[src/rtl/life_ctrl_pkg.sv]
// Shared types for the life/damage controller.
package life_ctrl_pkg;

  localparam int LIFE_W = 3;

  typedef enum logic [2:0] {
    IDLE      = 3'd0,
    ARMED     = 3'd1,
    HIT       = 3'd2,
    COOLDOWN  = 3'd3,
    GAME_OVER = 3'd4
  } life_state_e;

endpackage

[src/rtl/life_ctrl_rr_arbiter.sv]
// Combinational round-robin arbiter: grants the first requester at or after ptr.
module rr_arbiter #(
  parameter int N     = 4,
  parameter int PTR_W = (N > 1) ? $clog2(N) : 1
) (
  input  logic [N-1:0]     req,
  input  logic [PTR_W-1:0] ptr,
  output logic             gnt_vld,
  output logic [PTR_W-1:0] gnt_idx
);

  logic [PTR_W-1:0] k;

  // scan far-to-near from ptr so the nearest requester is the last writer
  always_comb begin
    gnt_vld = 1'b0;
    gnt_idx = '0;
    k       = '0;
    for (int i = N - 1; i >= 0; i--) begin
      k = PTR_W'((int'(ptr) + i) % N);
      if (req[k]) begin
        gnt_vld = 1'b1;
        gnt_idx = k;
      end
    end
  end

endmodule

[src/rtl/life_ctrl.sv]
// Damage scheduler: round-robin hit grant, 1-cycle life decrement pulse,
// invulnerability cooldown, sticky game over.
// Optional: define LIFE_CTRL_QUEUE_EN to queue hits arriving during cooldown.
module life_ctrl
  import life_ctrl_pkg::*;
#(
  parameter int N_SRC         = 4,
  parameter int INVULN_CYCLES = 50_000_000,
  parameter int QUEUE_DEPTH   = 3
) (
  input  logic              clk,
  input  logic              rst_n,
  input  logic              i_start,
  input  logic [N_SRC-1:0]  i_hit_req,
  input  logic [LIFE_W-1:0] i_life_count,
  output logic [N_SRC-1:0]  o_hit_ack,
  output logic              o_minus_life,
  output logic              o_invuln,
  output logic              o_game_over,
  output logic [2:0]        o_state
);

  localparam int PTR_W = $clog2(N_SRC);
  localparam int CNT_W = $clog2(INVULN_CYCLES + 1);
  localparam logic [CNT_W-1:0] CNT_LOAD = CNT_W'(INVULN_CYCLES - 1);

  if (N_SRC < 2 || INVULN_CYCLES < 1 || QUEUE_DEPTH < 1) begin : g_bad_cfg
    $error("life_ctrl: N_SRC>=2, INVULN_CYCLES>=1, QUEUE_DEPTH>=1 required");
  end

  life_state_e      state_q, state_d;
  logic [PTR_W-1:0] rr_ptr;    // next search start (one past the last grant)
  logic [PTR_W-1:0] gnt_q, arb_idx;
  logic             gvld_q, arb_vld, gnt_ld;
  logic [CNT_W-1:0] cnt_q;

`ifdef LIFE_CTRL_QUEUE_EN
  localparam int PEND_W = $clog2(QUEUE_DEPTH + 1);
  logic [PEND_W-1:0] pend_q, pend_inc;
  logic              any_q, q_take;
`endif

  rr_arbiter #(.N(N_SRC), .PTR_W(PTR_W)) u_arb (
    .req     (i_hit_req),
    .ptr     (rr_ptr),
    .gnt_vld (arb_vld),
    .gnt_idx (arb_idx)
  );

`ifdef LIFE_CTRL_QUEUE_EN
  // pending count including a request edge seen this cycle
  always_comb begin
    pend_inc = pend_q;
    if (|i_hit_req && !any_q && pend_q != PEND_W'(QUEUE_DEPTH))
      pend_inc = pend_q + 1'b1;
  end
`endif

  // next-state decode
  always_comb begin
    state_d = state_q;
    gnt_ld  = 1'b0;
`ifdef LIFE_CTRL_QUEUE_EN
    q_take  = 1'b0;
`endif
    case (state_q)
      IDLE:      if (i_start) state_d = ARMED;
      ARMED: begin
        if (i_life_count == '0) state_d = GAME_OVER;
        else if (|i_hit_req) begin
          state_d = HIT;
          gnt_ld  = 1'b1;
        end
      end
      HIT:       state_d = COOLDOWN;
      COOLDOWN: begin
        if (cnt_q == '0) begin
          if (i_life_count == '0) state_d = GAME_OVER;
`ifdef LIFE_CTRL_QUEUE_EN
          else if (pend_inc != '0) begin
            state_d = HIT;
            gnt_ld  = 1'b1;
            q_take  = 1'b1;
          end
`endif
          else state_d = ARMED;
        end
      end
      GAME_OVER: state_d = GAME_OVER;
      default:   state_d = IDLE;
    endcase
  end

  // state, latched grant and round-robin pointer
  always_ff @(posedge clk or negedge rst_n) begin
    if (!rst_n) begin
      state_q <= IDLE;
      rr_ptr  <= '0;
      gnt_q   <= '0;
      gvld_q  <= 1'b0;
    end else begin
      state_q <= state_d;
      if (gnt_ld) begin
        gnt_q  <= arb_idx;
        gvld_q <= arb_vld;
      end
      if (state_q == HIT && gvld_q)
        rr_ptr <= (gnt_q == PTR_W'(N_SRC - 1)) ? '0 : gnt_q + 1'b1;
    end
  end

  // cooldown counter: loaded in HIT, counts down to 0 in COOLDOWN
  always_ff @(posedge clk or negedge rst_n) begin
    if (!rst_n)                                 cnt_q <= '0;
    else if (state_q == HIT)                    cnt_q <= CNT_LOAD;
    else if (state_q == COOLDOWN && cnt_q != '0) cnt_q <= cnt_q - 1'b1;
  end

`ifdef LIFE_CTRL_QUEUE_EN
  // pending hits accumulated during cooldown, cleared once the game ends
  always_ff @(posedge clk or negedge rst_n) begin
    if (!rst_n) begin
      pend_q <= '0;
      any_q  <= 1'b0;
    end else begin
      any_q <= |i_hit_req;
      if (state_q == GAME_OVER)     pend_q <= '0;
      else if (state_q == COOLDOWN) pend_q <= q_take ? pend_inc - 1'b1 : pend_inc;
    end
  end
`endif

  // outputs decode straight from state so reset/abort drops them at once
  always_comb begin
    o_hit_ack = '0;
    if (state_q == HIT && gvld_q) o_hit_ack[gnt_q] = 1'b1;
    o_minus_life = (state_q == HIT);
    o_invuln     = (state_q == COOLDOWN);
    o_game_over  = (state_q == GAME_OVER);
    o_state      = state_q;
  end

endmodule

[config.mk]
export PLATFORM = sky130hd
export DESIGN_NAME = life_ctrl
export DESIGN_NICKNAME = d
export VERILOG_FILES = /design/src/rtl/life_ctrl_pkg.sv /design/src/rtl/life_ctrl_rr_arbiter.sv /design/src/rtl/life_ctrl.sv
export SDC_FILE = /design/constraint.sdc
export NUM_CORES = 1
export LEC_CHECK = 0
export ABC_AREA = 0
export CORE_MARGIN = 5
export CORE_UTILIZATION = 56
export DETAILED_ROUTE_END_ITERATION = 8
export PLACE_DENSITY = 0.9
export SLEW_MARGIN = 15
export SYNTH_ARGS = -nofsm -noshare
export SYNTH_HDL_FRONTEND = slang
export SYNTH_SLANG_ARGS = --single-unit
[constraint.sdc]
create_clock -name clk -period 2.62 [get_ports clk]
set_input_delay 0.524 -clock clk [delete_from_list [all_inputs] [get_ports clk]]
set_output_delay 0.524 -clock clk [all_outputs]
set_load 0.005 [all_outputs]
Word level (Yosys, flattened, before mapping)
Index checks and enable logic that the tools add are counted.
{"block": "word_totals", "register_bits": 34, "inputBits": 10}
{"block": "classes", "add_sub_neg": 5, "order_cmp": 6, "eq_ne": 8, "mux": 31, "reduce_logical": 10}
{"cell": "two-way mux 26 bit", "n": 2}
{"cell": "logical NOT 26 bit", "n": 1}
{"cell": "nonzero test 26 bit", "n": 1}
{"cell": "subtractor 26 x 1 -> 26 bit (second input constant)", "n": 1}
{"cell": "< comparator 2 x 3 -> 1 bit (second input constant)", "n": 5}
{"cell": "two-way mux 3 bit", "n": 5}
{"cell": "case mux 3 bit (5 select lines)", "n": 1}
{"cell": "two-way mux 1 bit", "n": 12}
{"cell": "two-way mux 2 bit", "n": 5}
{"cell": "binary-select mux 1 bit (select 2 bit)", "n": 4}
{"cell": "equality test 3 x 2 -> 1 bit (second input constant)", "n": 2}
{"cell": "logical NOT 3 bit", "n": 2}
{"cell": "adder 2 x 1 -> 2 bit (second input constant)", "n": 2}
{"cell": "adder 2 bit (second input constant)", "n": 2}
{"cell": "two-way mux 4 bit", "n": 1}
{"cell": "OR reduction 4 bit", "n": 1}
{"cell": "equality test 3 x 1 -> 1 bit (second input constant)", "n": 1}
{"cell": "equality test 3 bit (second input constant)", "n": 1}
{"cell": "logical AND 1 bit", "n": 3}
{"cell": "!= test 3 bit (second input constant)", "n": 1}
{"cell": "AND reduction 3 bit", "n": 1}
{"cell": "demux 1 bit (select 2 bit)", "n": 1}
{"cell": "equality test 2 bit (second input constant)", "n": 1}
{"cell": "greater-or-equal comparator 2 x 1 -> 1 bit (second input constant)", "n": 1}
{"cell": "other kinds (3)", "n": 3}

Longest topological paths before layout
Gate-level depths: netlist (run 1).
{"block": "logic_depth", "ltp_word": 7, "mapped_depth": 9}

Cells and area by module
A second synthesis (run 1) with hierarchy kept.
{"block": "hier_totals", "cells_unflattened": 205, "area_unflattened_um2": 2005.7}
{"mod": "life_ctrl", "n_inst": 1, "cells_each": 192, "area_each_um2": 1928.1, "seq_area_each_um2": 850.8}
{"mod": "rr_arbiter", "n_inst": 1, "cells_each": 13, "area_each_um2": 77.6, "seq_area_each_um2": 0.0}

Worst setup path before layout (run 1)
No wires, ideal clock.
{"block": "synth_timing", "kind": "reg-to-reg", "start": "reg cnt_q[5]", "end": "reg cnt_q[25]", "arrival_time_ns": 2.253, "required_ns": 2.496, "slack_ns": 0.243, "path_stages_with_launch": 7, "n_path_buf": 1, "cell_sequence": "dfrtp_1 > or4_4 > or4_4 > buf_6 > a2111oi_4 > and4_1 > nor2_1"}
{"block": "synth_between", "elab_chain_len": 3}
{"element": "start, declared", "line": "life_ctrl.sv:35", "rtl": "logic [CNT_W-1:0] cnt_q;"}
{"element": "start signal, assigned", "line": "life_ctrl.sv:116", "rtl": "else if (state_q == COOLDOWN && cnt_q != '0) cnt_q <= cnt_q - 1'b1;"}
{"element": "subtractor 26 x 1 -> 26 bit or nonzero test 26 bit (tied branches)", "line": "life_ctrl.sv:116"}
{"element": "two-way mux 26 bit or logical AND 1 bit (tied branches)", "line": "life_ctrl.sv:116"}
{"element": "two-way mux 26 bit or nonzero test 2 bit (tied branches)"}
Several ways; a longest one is shown, not always the timed one. The select of a mux whose other input is x is not followed.
A chain may end at the register's enable or synchronous reset.

Final worst setup path (run 1)
{"block": "layout_timing", "start": "reg cnt_q[5]", "end": "reg cnt_q[23]"}
Same word-level chain as after synthesis.

==> impl_results.md, run 1 <==
* CTS Root Cell: clkbuf_4
* R2R cell count at 5
* Slew headroom at 64.48%
* Pleak at 0.9287 nW
* Syn_area_per_cell at 9.707 um^2
* DR vias at 1712
* HP Class: register to register
* Core box area at 3416 um^2
* Hold buffer count at CTS at 0
* Die Width at 69.90 um
* Max-Cap Viols at 0
* H-tree Lvls at 2
* # nets final at 246
* PortBufs at 19
* Post-synth EDFFs at 0
* P&R area growth vs syn at 15.75%
* Crit Path Class: register to register
* DRT Wirelength at 4384 um
* Clk pwr share at 18.9%
* Peak fanout along the critical path at 10
* Final worst setup slack at 0.1335 ns
* Min Tclk post-route at 2.486 ns
* Asr flop ratio synth at 100.0%
* WP data required at 2.86 ns
* Drt pass-1 iters at 4
* Status: finished clean
* Startpoint types: register
* Post-Place Cells at 270
* First-pass GRT wire length at 7348 um
* Initial antenna violation count at 0
* CTS buffer count at 5
* Clock tree sinks at 34
* CTS resizes at 0
* Cell-internal power at 1.062 mW
* CTS tree: done
* Ys flop type: dfrtp_1
* Synth Register Bits at 34
* Die area at 4886 um^2
* Worst-Skew Late Latency at 0.36 ns
* Commonest non-fill, non-tap cell in the layout: dfrtp_1
* Netlist cell types at 50
* All-Layer GR Usage at 18.56%
* Ratio of cells with drive above 1 in the final layout at 14.22%
* DR vias/cell at 6.158
* Global route overflow at 0
* Fraction of power consumed by combinational cells at 27.3%
* ANT nets after route at 0
* Drt initial violations at 85
* Hold Crit Depth at 1
* Global placer's final weighted congestion at 0.8365
* Syn Nets at 222
* Post-CTS Setup Bufs at 0
* Detail Placement HPWL at 2947 um
* Slew @ Worst Pin at 0.5284 ns
* Largest net degree at the start of global routing at 35
* Final Hold Fails at 0
* Crit. End Element: register
* Worst VDD drop at 0.0004314 V
* Post-DR wirelength/cell at 15.77 um
* Setup-failing EPs final at 0
* Starting Density at 58.83%
* Die Y at 69.90 um
* Post-Synthesis Cell Area at 2009 um^2
* I/O pin cnt at 20
* Final total power at 1.656 mW
* Cell area after layout at 2326 um^2
* Placement Cell Area at 2248 um^2
* Synthesis Warnings at 0
* DRC at 0
* Most frequent cells in the layout: dfrtp_1 (34), clkdlybuf4s50_1 (19), nand2_1 (16)
* RSZ-0062 raised after global routing: true
* Seq/Total Area, Yosys at 42.34%
* Switching part of the total at 35.88%
* Fmax at 0.4022 GHz
* Clock slew at reported path FFs at 0.11 ns
* Setup WS pre-CTS at 0.1475 ns
* Mapped Cells at 207
* Site Rows at 21
* Final Cycle Share at 94.90%
* NetSw at 594.0 uW
* Ant diodes at 0
* Worst-case clock skew at 0.01499 ns
* CP arrival at 2.73 ns
* Sequential group share of total power at 53.8%
* Min Hold Slack at 0.5452 ns
* Final Max Slew Viols at 0
* Vias in the first global route at 1591
* CTS Buffer Depth at 2
* Final std cells w/o fill at 278
* Power density over the cells at 711.8 nW/um^2
-- power groups by stage --
| stage | sequential (mW) | combinational, mW | clock, mW |
|---|---|---|---|
| after floorplan | 0.845 | 0.360 | 0 |
| after global placement | 0.883 | 0.427 | 0 |
| after detailed placement | 0.895 | 0.449 | 0 |
| after CTS | 0.887 | 0.456 | 0.322 |
| after global routing | 0.921 | 0.513 | 0.348 |
| final | 0.891 | 0.451 | 0.313 |
-- layout make-up --
type | count | area [um^2]
clock buffer | 7 | 55.05
clock inverter | 1 | 5.005
fill | 268 | 1090
inverter | 8 | 30.03
multi-input combinational | 156 | 1085
sequential | 34 | 850.8
tap | 46 | 57.56
timing repair buffer | 26 | 242.7
-- flip-flops by register name, summed over array words and instances (netlist names) --
register  count
rr_ptr        2
o_state       3
gvld_q        1
cnt_q        26
gnt_q         2
-- layer usage --
layer	share of wire (%)	up-vias	GRT usage, %
met5	0	-	0
met4	2.8	0	8.936
met3	4.1	13	5.022
met2	48	38	28.23
met1	45	830	24.39
li1	-	831	-
-- critical path, stage by stage (launching register included) --
cell       delay, ns
dfrtp_1         0.41
or4_4           0.58
or4_4           0.62
a2111oi_4       0.47
and4_1          0.25
nor2_1          0.04
-- stage by stage --
| step | setup TNS (ns) | util, % |
|---|---|---|
| CTS | 0 | 67.58 |
| global route | -0.04111 | 68.10 |
| global placement | 0 | 65.82 |
| finish | 0 | 68.10 |
| detailed placement | 0 | 65.82 |
| floorplan | 0 | - |
-- path summary, 6_finish.rpt --
kind | from | endpoint | slack, ns
setup / recovery | cnt_q[5] | cnt_q[23] | 0.13
hold / removal | cnt_q[9] | cnt_q[9] | 0.55
setup reg to reg | cnt_q[5] | cnt_q[23] | 0.13
hold reg to reg | cnt_q[9] | cnt_q[9] | 0.55
max in group asynchronous | rst_n | cnt_q[25] | 1.74
min in group asynchronous | rst_n | cnt_q[19] | 0.56
-- Yosys cell counts (all sizes together) (2+ instances only) --
library cell / number / share of area, %
mux2i: 4 / 2.0
nand2b: 3 / 0.93
o31ai: 13 / 4.9
nor2: 14 / 2.6
nor3b: 2 / 0.75
a21o: 2 / 0.75
ha: 5 / 3.1
a21oi: 8 / 2.0
or3: 9 / 2.9
or4: 15 / 6.5
o21ai: 6 / 1.5
and3: 4 / 1.2
dfrtp: 34 / 42
or2: 4 / 1.2
nand3: 10 / 2.5
nand3b: 2 / 0.75
buf: 3 / 1.2
and4: 3 / 1.3
clkbuf: 5 / 1.4
nand2: 16 / 3.0
nor4: 4 / 2.3
a211oi: 3 / 1.1
a31oi: 6 / 1.9
o211ai: 4 / 1.7
xnor2: 2 / 0.87
a2111oi: 2 / 1.8
inv: 8 / 1.5
nor3: 4 / 1.0
-- cells by family (layout without fill, tap and decap cells) --
logic type / count (synthesis) / count (layout) / synth area share [%]
and+or+nand+nor: 94 / 94 / 28.39
xor gates and xnor gates: 3 / 3 / 1.308
muxes: 5 / 5 / 2.553
adders and majority gates: 5 / 5 / 3.113
buffers and inverters: 17 / 42 / 4.545
DFF: 34 / 34 / 42.34
AOI/OAI and AO/OA: 49 / 49 / 17.75
(Power assumes the default switching activity.)
==> inputs of run 2 (changes only) <==
CORE_MARGIN = 4   (was 5)
CTS_CLUSTER_SIZE = 10   (was not set)
==> impl_results.md, run 2 (synthesis gave the netlist of run 1 again) <==
* Site Rows at 21 (unchanged)
* PortBufs at 19 (unchanged)
* DR vias at 1684 (-1.6%)
* Switching part of the total at 34.74% (-1.1 points)
* Slew @ Worst Pin at 0.4834 ns (-0.04498 ns)
* HP Class: register to register
* Slew headroom at 67.53% (+3.0 points)
* Power density over the cells at 734.8 nW/um^2 (+3.2%)
* Worst VDD drop at 0.0004614 V (+6.9%)
* Most frequent cells in the layout: dfrtp_1 (34), clkdlybuf4s50_1 (19), nand2_1 (16)
* Final std cells w/o fill at 277 (-0.36%)
* I/O pin cnt at 20 (unchanged)
* Peak fanout along the critical path at 9 (-1)
* Global route overflow at 0 (unchanged)
* Starting Density at 59.28% (+0.46 points)
* CP cell instances: inv_1, ha_1, or2b_2, nor4_4, o211ai_4, o31a_1, or3_1
* CTS Root Cell: clkbuf_4
* Post-CTS Setup Bufs at 0 (unchanged)
* Commonest non-fill, non-tap cell in the layout: dfrtp_1
* Wire length on met3 at 193 um (+7.2%)
* P&R area growth vs syn at 15.88%
* Core box area at 3390 um^2 (-0.77%)
* Ratio of cells with drive above 1 in the final layout at 14.72% (+0.49 points)
* Worst Path Buf+Inv at 1 (+1)
* Die area at 4610 um^2 (-5.6%)
* Startpoint types: register
* Metal2 WL at 2175 um (+2.3%)
* Setup-failing EPs final at 0 (unchanged)
* Clock tree sinks at 34 (unchanged)
* Clock slew at reported path FFs at 0.10 ns (about the same)
* Drt initial violations at 110 (+29%)
* Final total power at 1.711 mW (+3.3%)
* Sequential group share of total power at 52.7% (-1.1 points)
* Clk pwr share at 20.9% (+2.0 points)
* CTS buffer count at 5 (unchanged)
* Pleak at 0.9279 nW (about the same)
* Crit. End Element: register
* CP arrival at 2.70 ns (-0.03 ns)
* First-pass GRT wire length at 7044 um (-4.1%)
* Initial antenna violation count at 0 (unchanged)
* DRC at 0 (unchanged)
* Largest net degree at the start of global routing at 35 (unchanged)
* Final Cycle Share at 94.86% (about the same)
* Die Y at 67.90 um (-2.9%)
* CP max-delay cell: nor4_4
* Crit Path Class: register to register
* NetSw at 594.4 uW (about the same)
* Worst-Skew Late Latency at 0.33 ns (-0.03 ns)
* Status: finished clean
* Largest stage delay, worst path at 0.44 ns (-0.18 ns)
* WP data required at 2.84 ns (-0.02 ns)
* Cell-internal power at 1.117 mW (+5.2%)
* Max reg flops at 26 (unchanged)
* Ant diodes at 0 (unchanged)
* CTS Buffer Depth at 2 (unchanged)
* Worst-case clock skew at 0.002734 ns (-0.01226 ns)
* Post-DR wirelength/cell at 15.56 um (-1.3%)
* Final Max Slew Viols at 0 (unchanged)
* Fmax at 0.4023 GHz (about the same)
* ANT nets after route at 0 (unchanged)
* All-Layer GR Usage at 20.54% (+2.0 points)
* DRT Wirelength at 4310 um (-1.7%)
* Fraction of power consumed by combinational cells at 26.4% (-0.9 points)
* DR vias/cell at 6.079 (-1.3%)
* # nets final at 245 (-0.41%)
* H-tree Lvls at 2 (unchanged)
* Final setup TNS at 0 ns (unchanged)
* Detail Placement HPWL at 3002 um (+1.9%)
* Post-Place Cells at 269 (-0.37%)
* Die Width at 67.90 um (-2.9%)
* Vias in the first global route at 1604 (+0.82%)
* Final Hold Fails at 0 (unchanged)
* CTS tree: done
* Critical path's top delay family: simple AND/OR/NAND/NOR gates
* Min Tclk post-route at 2.485 ns (-0.001038 ns)
* Max layer used: met4
* Drt pass-1 iters at 4 (unchanged)
* Global placer's final weighted congestion at 0.7802 (-6.7%)
* Min Hold Slack at 0.5263 ns (-0.01892 ns)
* Largest Register: cnt_q
* M1 WL at 1871 um (-4.3%)
* Max-Cap Viols at 0 (unchanged)
-- run 2: per-stage QoR --
| step | utilization (%) | setup WS (ns) | cell area, um^2 |
|---|---|---|---|
| floorplan | - | 0.2428 | 2009 |
| global placement | 66.11 | 0.2191 | 2241 |
| detailed placement | 66.11 | 0.1259 | 2241 |
| CTS | 68.44 | 0.01470 | 2320 |
| global route | 68.70 | -0.01096 | 2328 |
| finish | 68.70 | 0.1346 | 2328 |
-- run 2: final timing paths --
path | startpoint | to | slack [ns] | cells past startpoint
setup reg to reg | cnt_q[0] | cnt_q[14] | 0.13 | 7
min in group asynchronous | rst_n | cnt_q[0] | 0.59 | 2
max in group asynchronous | rst_n | cnt_q[16] | 1.71 | 2
hold reg to reg | cnt_q[9] | cnt_q[9] | 0.53 | 1
hold / removal | cnt_q[9] | cnt_q[9] | 0.53 | 1
setup / recovery | cnt_q[0] | cnt_q[14] | 0.13 | 7
-- run 2: what timing repair did --
item,CTS,global route
hold buffers,0,0
resized for setup,0,2
endpoints found under the setup margin,0,5
-- run 2: layout make-up --
cell class,count,area (um^2)
Tap cell,46,57.56
Sequential cell,34,850.8
Timing Repair Buffer,25,235.2
Fill cell,253,1061
Clock buffer,8,78.83
Inverter,8,30.03
Multi-Input combinational cell,156,1076
-- run 2: power by group through the flow --
stage	registers, mW	clock network (mW)	logic [mW]
final	0.901	0.358	0.452
after global routing	0.928	0.389	0.524
after CTS	0.895	0.367	0.455
after detailed placement	0.904	0	0.452
after global placement	0.887	0	0.431
after floorplan	0.845	0	0.360
-- run 2: layer usage --
layer | GRT usage [%] | up-vias
li1 | - | 828
met1 | 24.63 | 810
met2 | 34.63 | 40
met3 | 6.240 | 6
met4 | 7.692 | 0
met5 | 0 | -
